--- config.mk ---
export PLATFORM = sky130hd
export DESIGN_NAME = spdif_pop_sched
export DESIGN_NICKNAME = d
export VERILOG_FILES = /design/src/rtl/spdif_pop_sched.sv
export SDC_FILE = /design/constraint.sdc
export NUM_CORES = 1
export LEC_CHECK = 0
export ABC_AREA = 1
export BUFFER_PORTS_ARGS = -buffer_cell sky130_fd_sc_hd__buf_2
export CAP_MARGIN = 5
export CORE_UTILIZATION = 30
export CTS_CLUSTER_SIZE = 25
export DETAILED_ROUTE_END_ITERATION = 16
export SYNTH_ARGS = -nofsm -noshare
export SYNTH_HDL_FRONTEND = slang
export SYNTH_SLANG_ARGS = --single-unit
export TNS_END_PERCENT = 30
--- constraint.sdc ---
create_clock -name clk -period 2.09 [get_ports clk]
set_input_delay 0.418 -clock clk [delete_from_list [all_inputs] [get_ports clk]]
set_output_delay 0.418 -clock clk [all_outputs]
set_load 0.02 [all_outputs]
--- src/rtl/spdif_pop_sched.sv ---
// spdif_pop_sched: round-robin read scheduler for the S/PDIF input FIFOs.
// Pops one word per grant, enforces L/R pairing and post-unlock muting.
module spdif_pop_sched #(
  parameter int NUM_IN      = 2,
  parameter int NUM_IN_LOG2 = 1,
  parameter int NUM_RATE    = 5,
  parameter int MUTE_WORDS  = 16
) (
  input  logic                           clk,
  input  logic                           rst,
  input  logic [NUM_IN-1:0]              empty_i,
  input  logic [NUM_IN*24-1:0]           data_i,
  input  logic [NUM_IN-1:0]              lrck_i,
  input  logic [NUM_IN-1:0]              locked_i,
  input  logic [NUM_IN*NUM_RATE-1:0]     rate_i,
  input  logic                           ready_i,
  output logic [NUM_IN-1:0]              pop_o,
  output logic [2*NUM_IN-1:0]            ack_o,
  output logic [23:0]                    data_o,
  output logic [2*NUM_IN*NUM_RATE-1:0]   rate_o,
  output logic [7:0]                     drop_cnt_o
);

  typedef enum logic [1:0] {
    IDLE = 2'd0,
    POP  = 2'd1,
    EMIT = 2'd2
  } state_t;

  state_t state, state_d;

  logic [NUM_IN_LOG2-1:0] rr_ptr;
  logic [NUM_IN_LOG2-1:0] g;
  logic [NUM_IN_LOG2-1:0] pick;
  logic [NUM_IN_LOG2-1:0] cand;
  logic                   hit;
  logic                   grant;

  logic [23:0]            word_q;
  logic [23:0]            last_q;
  logic                   lrck_q;

  logic [NUM_IN-1:0]      expect_l;
  logic [NUM_IN-1:0]      reload;
  logic [7:0]             mute_cnt [NUM_IN];
  logic [NUM_RATE-1:0]    rate_q   [NUM_IN];

  logic                   emit;
  logic                   muted;
  logic                   accept;
  logic                   mis;

  // first non-empty FIFO at or after rr_ptr, wrapping
  always_comb begin
    hit  = 1'b0;
    pick = rr_ptr;
    cand = rr_ptr;
    for (int k = NUM_IN - 1; k >= 0; k--) begin
      cand = NUM_IN_LOG2'((int'(rr_ptr) + k) % NUM_IN);
      if (!empty_i[cand]) begin
        hit  = 1'b1;
        pick = cand;
      end
    end
  end

  // lock loss or rate change restarts the mute window
  always_comb begin
    reload = '0;
    for (int i = 0; i < NUM_IN; i++) begin
      reload[i] = !locked_i[i] ||
        (rate_i[i*NUM_RATE +: NUM_RATE] != rate_q[i]);
    end
  end

  assign grant  = (state == IDLE) && ready_i && hit;
  assign emit   = (state == EMIT);
  assign muted  = reload[g] || (mute_cnt[g] != 8'd0);
  assign accept = emit && !muted && (lrck_q == expect_l[g]);
  assign mis    = emit && !muted && (lrck_q != expect_l[g]);
  assign data_o = accept ? word_q : last_q;

  // state register
  always_ff @(posedge clk or negedge rst) begin
    if (!rst) state <= IDLE;
    else      state <= state_d;
  end

  // next state, pop strobe and channel ack
  always_comb begin
    state_d = state;
    pop_o   = '0;
    ack_o   = '0;
    unique case (state)
      IDLE: if (grant) state_d = POP;
      POP: begin
        pop_o[g] = 1'b1;
        state_d  = EMIT;
      end
      EMIT: begin
        if (accept) ack_o[{g, ~lrck_q}] = 1'b1;
        state_d = IDLE;
      end
      default: state_d = IDLE;
    endcase
  end

  // grant latch, pointer advance, held output word, drop counter
  always_ff @(posedge clk or negedge rst) begin
    if (!rst) begin
      g          <= '0;
      rr_ptr     <= '0;
      word_q     <= '0;
      lrck_q     <= 1'b0;
      last_q     <= '0;
      drop_cnt_o <= '0;
    end else begin
      if (grant) begin
        g      <= pick;
        word_q <= data_i[pick*24 +: 24];
        lrck_q <= lrck_i[pick];
      end
      if (emit) begin
        rr_ptr <= (g == NUM_IN_LOG2'(NUM_IN - 1)) ? '0 : g + 1'b1;
      end
      if (accept) last_q <= word_q;
      if (mis && drop_cnt_o != 8'hFF) drop_cnt_o <= drop_cnt_o + 8'd1;
    end
  end

  // per-input mute window, pairing phase and rate capture
  always_ff @(posedge clk or negedge rst) begin
    if (!rst) begin
      for (int i = 0; i < NUM_IN; i++) begin
        mute_cnt[i] <= 8'(MUTE_WORDS);
        rate_q[i]   <= '0;
        expect_l[i] <= 1'b1;
      end
    end else begin
      for (int i = 0; i < NUM_IN; i++) begin
        if (reload[i]) begin
          mute_cnt[i] <= 8'(MUTE_WORDS);
          rate_q[i]   <= rate_i[i*NUM_RATE +: NUM_RATE];
          expect_l[i] <= 1'b1;
        end else if (emit && g == NUM_IN_LOG2'(i)) begin
          if (mute_cnt[i] != 8'd0) begin
            mute_cnt[i] <= mute_cnt[i] - 8'd1;
            expect_l[i] <= 1'b1;
          end else if (lrck_q == expect_l[i]) begin
            expect_l[i] <= ~expect_l[i];
          end
        end
      end
    end
  end

  // rate code fanned out to both channels of each input
  always_comb begin
    rate_o = '0;
    for (int i = 0; i < NUM_IN; i++) begin
      rate_o[(2*i)*NUM_RATE +: NUM_RATE]   = rate_q[i];
      rate_o[(2*i+1)*NUM_RATE +: NUM_RATE] = rate_q[i];
    end
  end

endmodule

==> results of run 1 <==
==> worst reg2reg max path: cells and delay by family, from the launching register on <==
| kind | cells | cell delay, ns |
|---|---|---|
| AO/OA/AOI/OAI | 1 | 0.06 |
| AND/OR/NAND/NOR | 5 | 0.83 |
| flip-flops | 1 | 0.37 |
| buffers and inverters | 3 | 0.33 |
| adder cells (fa/ha/maj) | 1 | 0.18 |
==> power breakdown <==
part           switching [W]  internal [W]
clock               0.000713      0.000878
combinational       0.000581      0.000398
sequential          0.000195       0.00194
==> through the flow <==
step                      utilization (%)  setup WS (ns)
final                                42.9         -0.487
after floorplan                         -        -0.0486
after detailed placement             38.4         -0.151
after global placement               38.4         -0.137
after global routing                 42.9         -0.646
after CTS                            41.1         -0.469
==> placed cells by master, fill, tap and decap left out, types with 2 or more instances in the layout <==
master and instances:
nand2_1 103, buf_2 97, dfrtp_1 85, nor2_1 83, inv_1 54, buf_4 52, o21ai_0 51, nor2_2 39
buf_6 22, nor2_4 21, nand3_1 17, nand4_1 12, nor3_1 11, o21ai_1 11, clkbuf_16 10, inv_2 8
a21oi_1 8, buf_12 5, nand3_4 4, dfstp_2 4, ha_1 3, nand2_4 2, nor2_8 2, o31ai_1 2
inv_6 2, clkinvlp_4 2, clkbuf_8 2
==> worst max-delay path by stage <==
stage                                  from    endpoint  slack, ns
finish              mute_cnt[8]$_DFFE_PN0P_  data_o[15]      -0.49
detailed placement                rate_i[9]  data_o[21]      -0.15
CTS                 mute_cnt[9]$_DFFE_PN0P_  data_o[14]      -0.47
floorplan             rate_o[0]$_DFFE_PN0P_  data_o[16]      -0.05
global route        mute_cnt[8]$_DFFE_PN0P_  data_o[15]      -0.65
global placement                  rate_i[7]  data_o[21]      -0.14
==> timing repair <==
item                                    4_1_cts  5_1_grt
buffers inserted                              2        2
gates cloned                                  0        1
gates resized for setup                      33       59
pin swaps                                     6        8
hold buffers                                  0        0
endpoints found under the setup margin       28       28
==> layer usage <==
layer	vias to the layer above	share of wire (%)
li1	2081	-
met1	1826	46
met2	93	47
met3	13	5.0
met4	0	1.9
met5	-	0
==> kinds of logic after synthesis <==
family / after synthesis / share of synthesized area, %
compound gates: 76 / 8.76
xor+xnor: 2 / 0.388
fa+ha+maj: 3 / 0.832
buf+inv: 97 / 9.84
flops: 89 / 49.4
simple gates: 299 / 30.7
==> cells in the mapped netlist, types with 3 or more instances <==
master and number:
o21ai_1 11, clkbuf_1 17, ha_1 3, nand4_1 12
inv_2 7, buf_6 5, nand3_1 18, buf_4 10
nor2_1 109, nor2_2 34, a21oi_1 8, dfrtp_1 85
o21ai_0 51, nand2_1 104, dfstp_2 4, nor3_1 11
nand3_4 4, inv_1 55
==> registers in the layout (all words and copies together), names as in the netlist <==
name,count
g,1
lrck_q,1
state,2
rate_o,10
last_q,24
word_q,24
drop_cnt_o,8
mute_cnt,16
rr_ptr,1
expect_l,2
==> area by class of cell <==
type / count / area share [%]
antenna: 1 / 0.0400
clock buffer: 11 / 4.04
clock inverter: 5 / 0.600
inverter: 63 / 3.82
multi-input combinational: 380 / 32.2
sequential: 89 / 35.7
tap: 184 / 3.68
timing repair buffer: 177 / 20.0
==> metrics, run 1 <==
outcome finished, violations left; failing checks setup timing; final worst slack -0.487 ns; clk sink count between 80 and 90; Area contributors post-synth dfrtp_1, nor2_1, nand2_1; Leak ~3.2 nW; port bufs between 100 and 150; grt ovf 0; worst r2r src mute_cnt[9]$_DFFE_PN0P_; Synth Instances between 500 and 600; Synth Register Bits slightly below 90; Layout Cells excl Fill 910; Synth Flop Type dfrtp_1; Rows 44; DPL Wire Length 8370 um; CP max stage delay around 0.38 ns; met1 Track Usage GR 19.0%; WP buf/inv 2; Via density between 4 and 5; clock-pin slew on the worst setup and hold paths 0.06 ns; detailed-route via count 4013; minimum clock period roughly 2.6 ns; DIE WIDTH about 120 um; starting density of the core 30.9%; RSZ-0062 raised after global routing yes; CP Depth 12; Reg area 2230 um^2; layout cell share with drive strength beyond 1 about 38%; die area 15500 um^2; number of synthesized flops with an enable pin 0; synthesized area ~4500 um^2; Final Cell Area about 6300 um^2; H-tree levels 3; GPL Wtd Cong about 0.80; die height ~120 um; setup violators final 28; later-pin clock latency in the skew report ~0.35 ns; Final ANT Viol Nets 0; Slew Limit Fails 0; CORE AREA between 10000 and 15000 um^2; DP Area about 5600 um^2; # IOs ~130; DRT iter0 DRCs 185; Slew headroom a little over three fifths; CP dominant cell by count nand2_1; VDD IR max 463 uV; Inst Count DP just under 900; Layout area overhead 38.6%; CP Capture Type primary output; final hold vios 0; Clock Skew ~0.0095 ns; area of the multi-input gates approximately 2000 um^2; busiest grt layer met2; Hold Path Class in2async; Yosys warning count 0; critical path peak fanout 7; nature of the critical path startpoint flop; fraction of registers with async set/reset 100%; Crit-path slowest cell dfrtp_1; Worst R2R End mute_cnt[11]$_DFFE_PN0P_; Tcrit/Tclk final 123%; Worst path top cell family by delay simple AND/OR/NAND/NOR gates; GR met3 Demand/Resource under 10%; Final nets 790; max-cap viol count 0; share of the synthesized area in the top cell type a little under half; clk buf depth 2; final WL approximately 11000 um; total track usage roughly 15%; CTS buffer count 9; Filler cells 1455; met2 usage 24.4%; R2R cell count 10; WS Path Type reg2out; Avg Cell Area, Syn 7.98 um^2; drt wl/cell 12.3 um; largest net degree at the start of global routing between 40 and 50; Design Power between 0.004 and 0.005 W; post-synthesis sequential area ratio about half; critical path arrival roughly 2.2 ns; first drt pass iteration count 4; CP Cell Sequence nor2_1 > nand2_1 > nor2_2 > nand2_1 > nand2_1 > nand2_2 > and2b_2 > nand3_4 > clkbuf_16 > nor2_4 > nor2_2 > buf_6; DRC Markers 0; initial antenna violation count 1; CTS tree done; worst-margin pin slew ~0.56 ns; leading area contributor after synthesis dfrtp_1; vias in the first global route between 3000 and 4000; max frequency 388 MHz; Root Buffer clkbuf_16; Reg2Reg Setup Slack ~0.21 ns; library cells used by synthesis 32; Worst Path Required between 1.5 and 2 ns; PD cells approximately 750 nW/um^2; first-pass GRT wire length about 19000 um; Fin Hold WS 0.0542 ns; total negative slack -11.75 ns; Mapped Nets between 600 and 700
Note: power is estimated with default switching activity, not from simulation.
==> run 2, diff against run 1 <==
Settings changed: ABC_AREA 1 to 0, CORE_UTILIZATION 30 to 52, PLACE_DENSITY set to 0.8.
==> metrics, run 2 <==
outcome finished, violations left; failing checks setup timing; worst-margin pin slew 0.362 ns; post-layout util roughly 72%; max frequency around 320 MHz; DIE WIDTH 91.7 um; commonest cells after routing, fill and taps aside buf_2, dfrtp_1, buf_4, nand2_1, mux2i_1; starting density of the core a little over half; Design Power around 0.0038 W; Final nets 594; number of synthesized flops with an enable pin 0; DRT iter0 DRCs approximately 160; nature of the critical path startpoint flop; # IOs roughly 130; final hold vios 0; Placement Setup Slack -0.818 ns; library cells used by synthesis 42; Via density 5.02; CTS tree done; RSZ-0062 raised after global routing yes; Tcrit/Tclk final 149%; DP Area around 5200 um^2; critical path peak fanout 12; Rows 32; post-synthesis compound-gate area fraction 4.51%; Mapped Nets between 400 and 500; Slew headroom about three quarters; layout cell share with drive strength beyond 1 between 40% and 50%; leading area contributor after synthesis dfrtp_1; Reg area around 2200 um^2; clk buf depth 2; Worst Path Required roughly 1.7 ns; Clock Skew 0.0111 ns; post-synthesis adder-cell area fraction 1.14%; DRC Markers 0; CP Capture Type primary output; die height about 90 um; Avg Cell Area, Syn 11.6 um^2; Yosys warning count 0; WS Path Type reg2out; total track usage about 22%; Final ANT Viol Nets 0; Post-Synth XOR/XNOR Area ~6%; most common cell after layout, fill and taps aside buf_2; critical path arrival ~2.7 ns; vias in the first global route approximately 3200; GPL Wtd Cong roughly 0.85; post-synthesis sequential area ratio a little over half; Root Buffer clkbuf_8; drt wl/cell 14.7 um; max-cap viol count 0; CORE AREA about 8000 um^2; Synth Flop Type dfrtp_1; minimum clock period ~3.1 ns; first drt pass iteration count 4; Layout area overhead 34.2%; synthesized area around 4200 um^2; Fin Hold WS 0.185 ns; Final Cell Area approximately 5600 um^2; first-pass GRT wire length 14700 um; H-tree levels 3; port bufs ~120; detailed-route via count between 3000 and 4000; most common cell in the synthesized netlist dfrtp_1; main combinational cell family by area after synthesis multiplexers; Synth Register Bits 89; DPL Wire Length ~6400 um; later-pin clock latency in the skew report 0.35 ns; fraction of registers with async set/reset 100%; Largest regs last_q x24, word_q x24, mute_cnt x16; largest net degree at the start of global routing 34; clk sink count about 90; VDD IR max roughly 420 uV; clock-pin slew on the worst setup and hold paths about 0.090 ns; share of the synthesized area in the top cell type about half; setup violators final 60; Area contributors post-synth dfrtp_1, mux2_4, mux2i_1; top cells by count, synth dfrtp_1, nand2_1, mux2i_1, nor2_1, o21ai_0; die area 8410 um^2; Hold Path Class in2reg; Synth Instances 360; initial antenna violation count 0; grt ovf 0; PD cells between 600 and 700 nW/um^2; Slew Limit Fails 0; final WL around 9300 um; area of the multi-input gates 1860 um^2; Leak between 2 and 3 nW; antenna diode count 0; simple-gate share of the synthesized area between 10% and 20%; CTS buffer count 9; final worst slack -1.03 ns; Filler cells 565; post-synthesis mux area share approximately 16%
run 2: metrics by stage:
step | TNS [ns] | instances
floorplan | -28.02 | 360
global placement | -30.09 | 610
detailed placement | -31.40 | 610
CTS | -32.00 | 627
global route | -38.64 | 631
finish | -32.45 | 631
run 2: power breakdown:
| part | internal, W | switching, W |
|---|---|---|
| clock | 0.000431 | 0.000603 |
| combinational | 0.000378 | 0.000430 |
| sequential | 0.00190 | 0.000108 |
run 2: path summary, 6_finish.rpt:
path                                        startpoint                      end  slack (ns)  depth (start not counted)
worst max-delay path            rate_o[13]$_DFFE_PN0P_                data_o[3]       -1.03                          8
worst min-delay path                         rate_i[9]   rate_o[14]$_DFFE_PN0P_        0.19                          1
worst max register to register  rate_o[13]$_DFFE_PN0P_      last_q[3]$_DFF_PN0_       -0.21                          7
worst min register to register   word_q[0]$_DFFE_PN0P_    word_q[0]$_DFFE_PN0P_        0.48                          2
max in group asynchronous                          rst  mute_cnt[4]$_DFFE_PN1P_        1.01                          3
min in group asynchronous                          rst    word_q[5]$_DFFE_PN0P_        0.47                          2
run 2: critical path, stage by stage (launching register included):
cell and delay [ns]:
dfrtp_2 0.42, xor2_1 0.16, nor4_2 0.32, nand3_2 0.12
mux2_4 0.28, or3_4 0.38, buf_12 0.17, mux2_4 0.31
buf_2 0.16
run 2: timing repair:
item                                    CTS  global route
endpoints found under the setup margin   56            67
resized for setup                        16            24
hold buffers                              1             0
pin swaps                                 3             1
setup buffers                             0             2
cloned                                    0             2
endpoints found under the hold margin    14             0
run 2: area by class of cell:
cell class / instances / share of cell area (%)
clock buffers: 11 / 2.34
multi-input cells: 231 / 33.0
repair buffers: 186 / 21.5
inverters: 7 / 0.467
flip-flops and latches: 89 / 39.8
well taps: 102 / 2.27
clock inverters: 5 / 0.601
run 2: cell families (layout without fill, tap and decap cells):
kind of cell | after synthesis | in the layout
AND/OR/NAND/NOR | 111 | 111
flip-flops | 89 | 89
multiplexers | 55 | 55
buffers and inverters | 40 | 209
AO/OA/AOI/OAI | 32 | 32
XOR/XNOR | 29 | 29
adder cells (fa/ha/maj) | 4 | 4
run 2: layer usage:
layer / up-vias / part of all wire (%) / wire length, um / track usage, %
li1: 1548 / - / - / -
met1: 1520 / 44 / 4060 / 28.6
met2: 88 / 50 / 4680 / 36.5
met3: 12 / 4.2 / 389 / 5.47
met4: 0 / 1.9 / 180 / 8.20
met5: - / 0 / 0 / 0
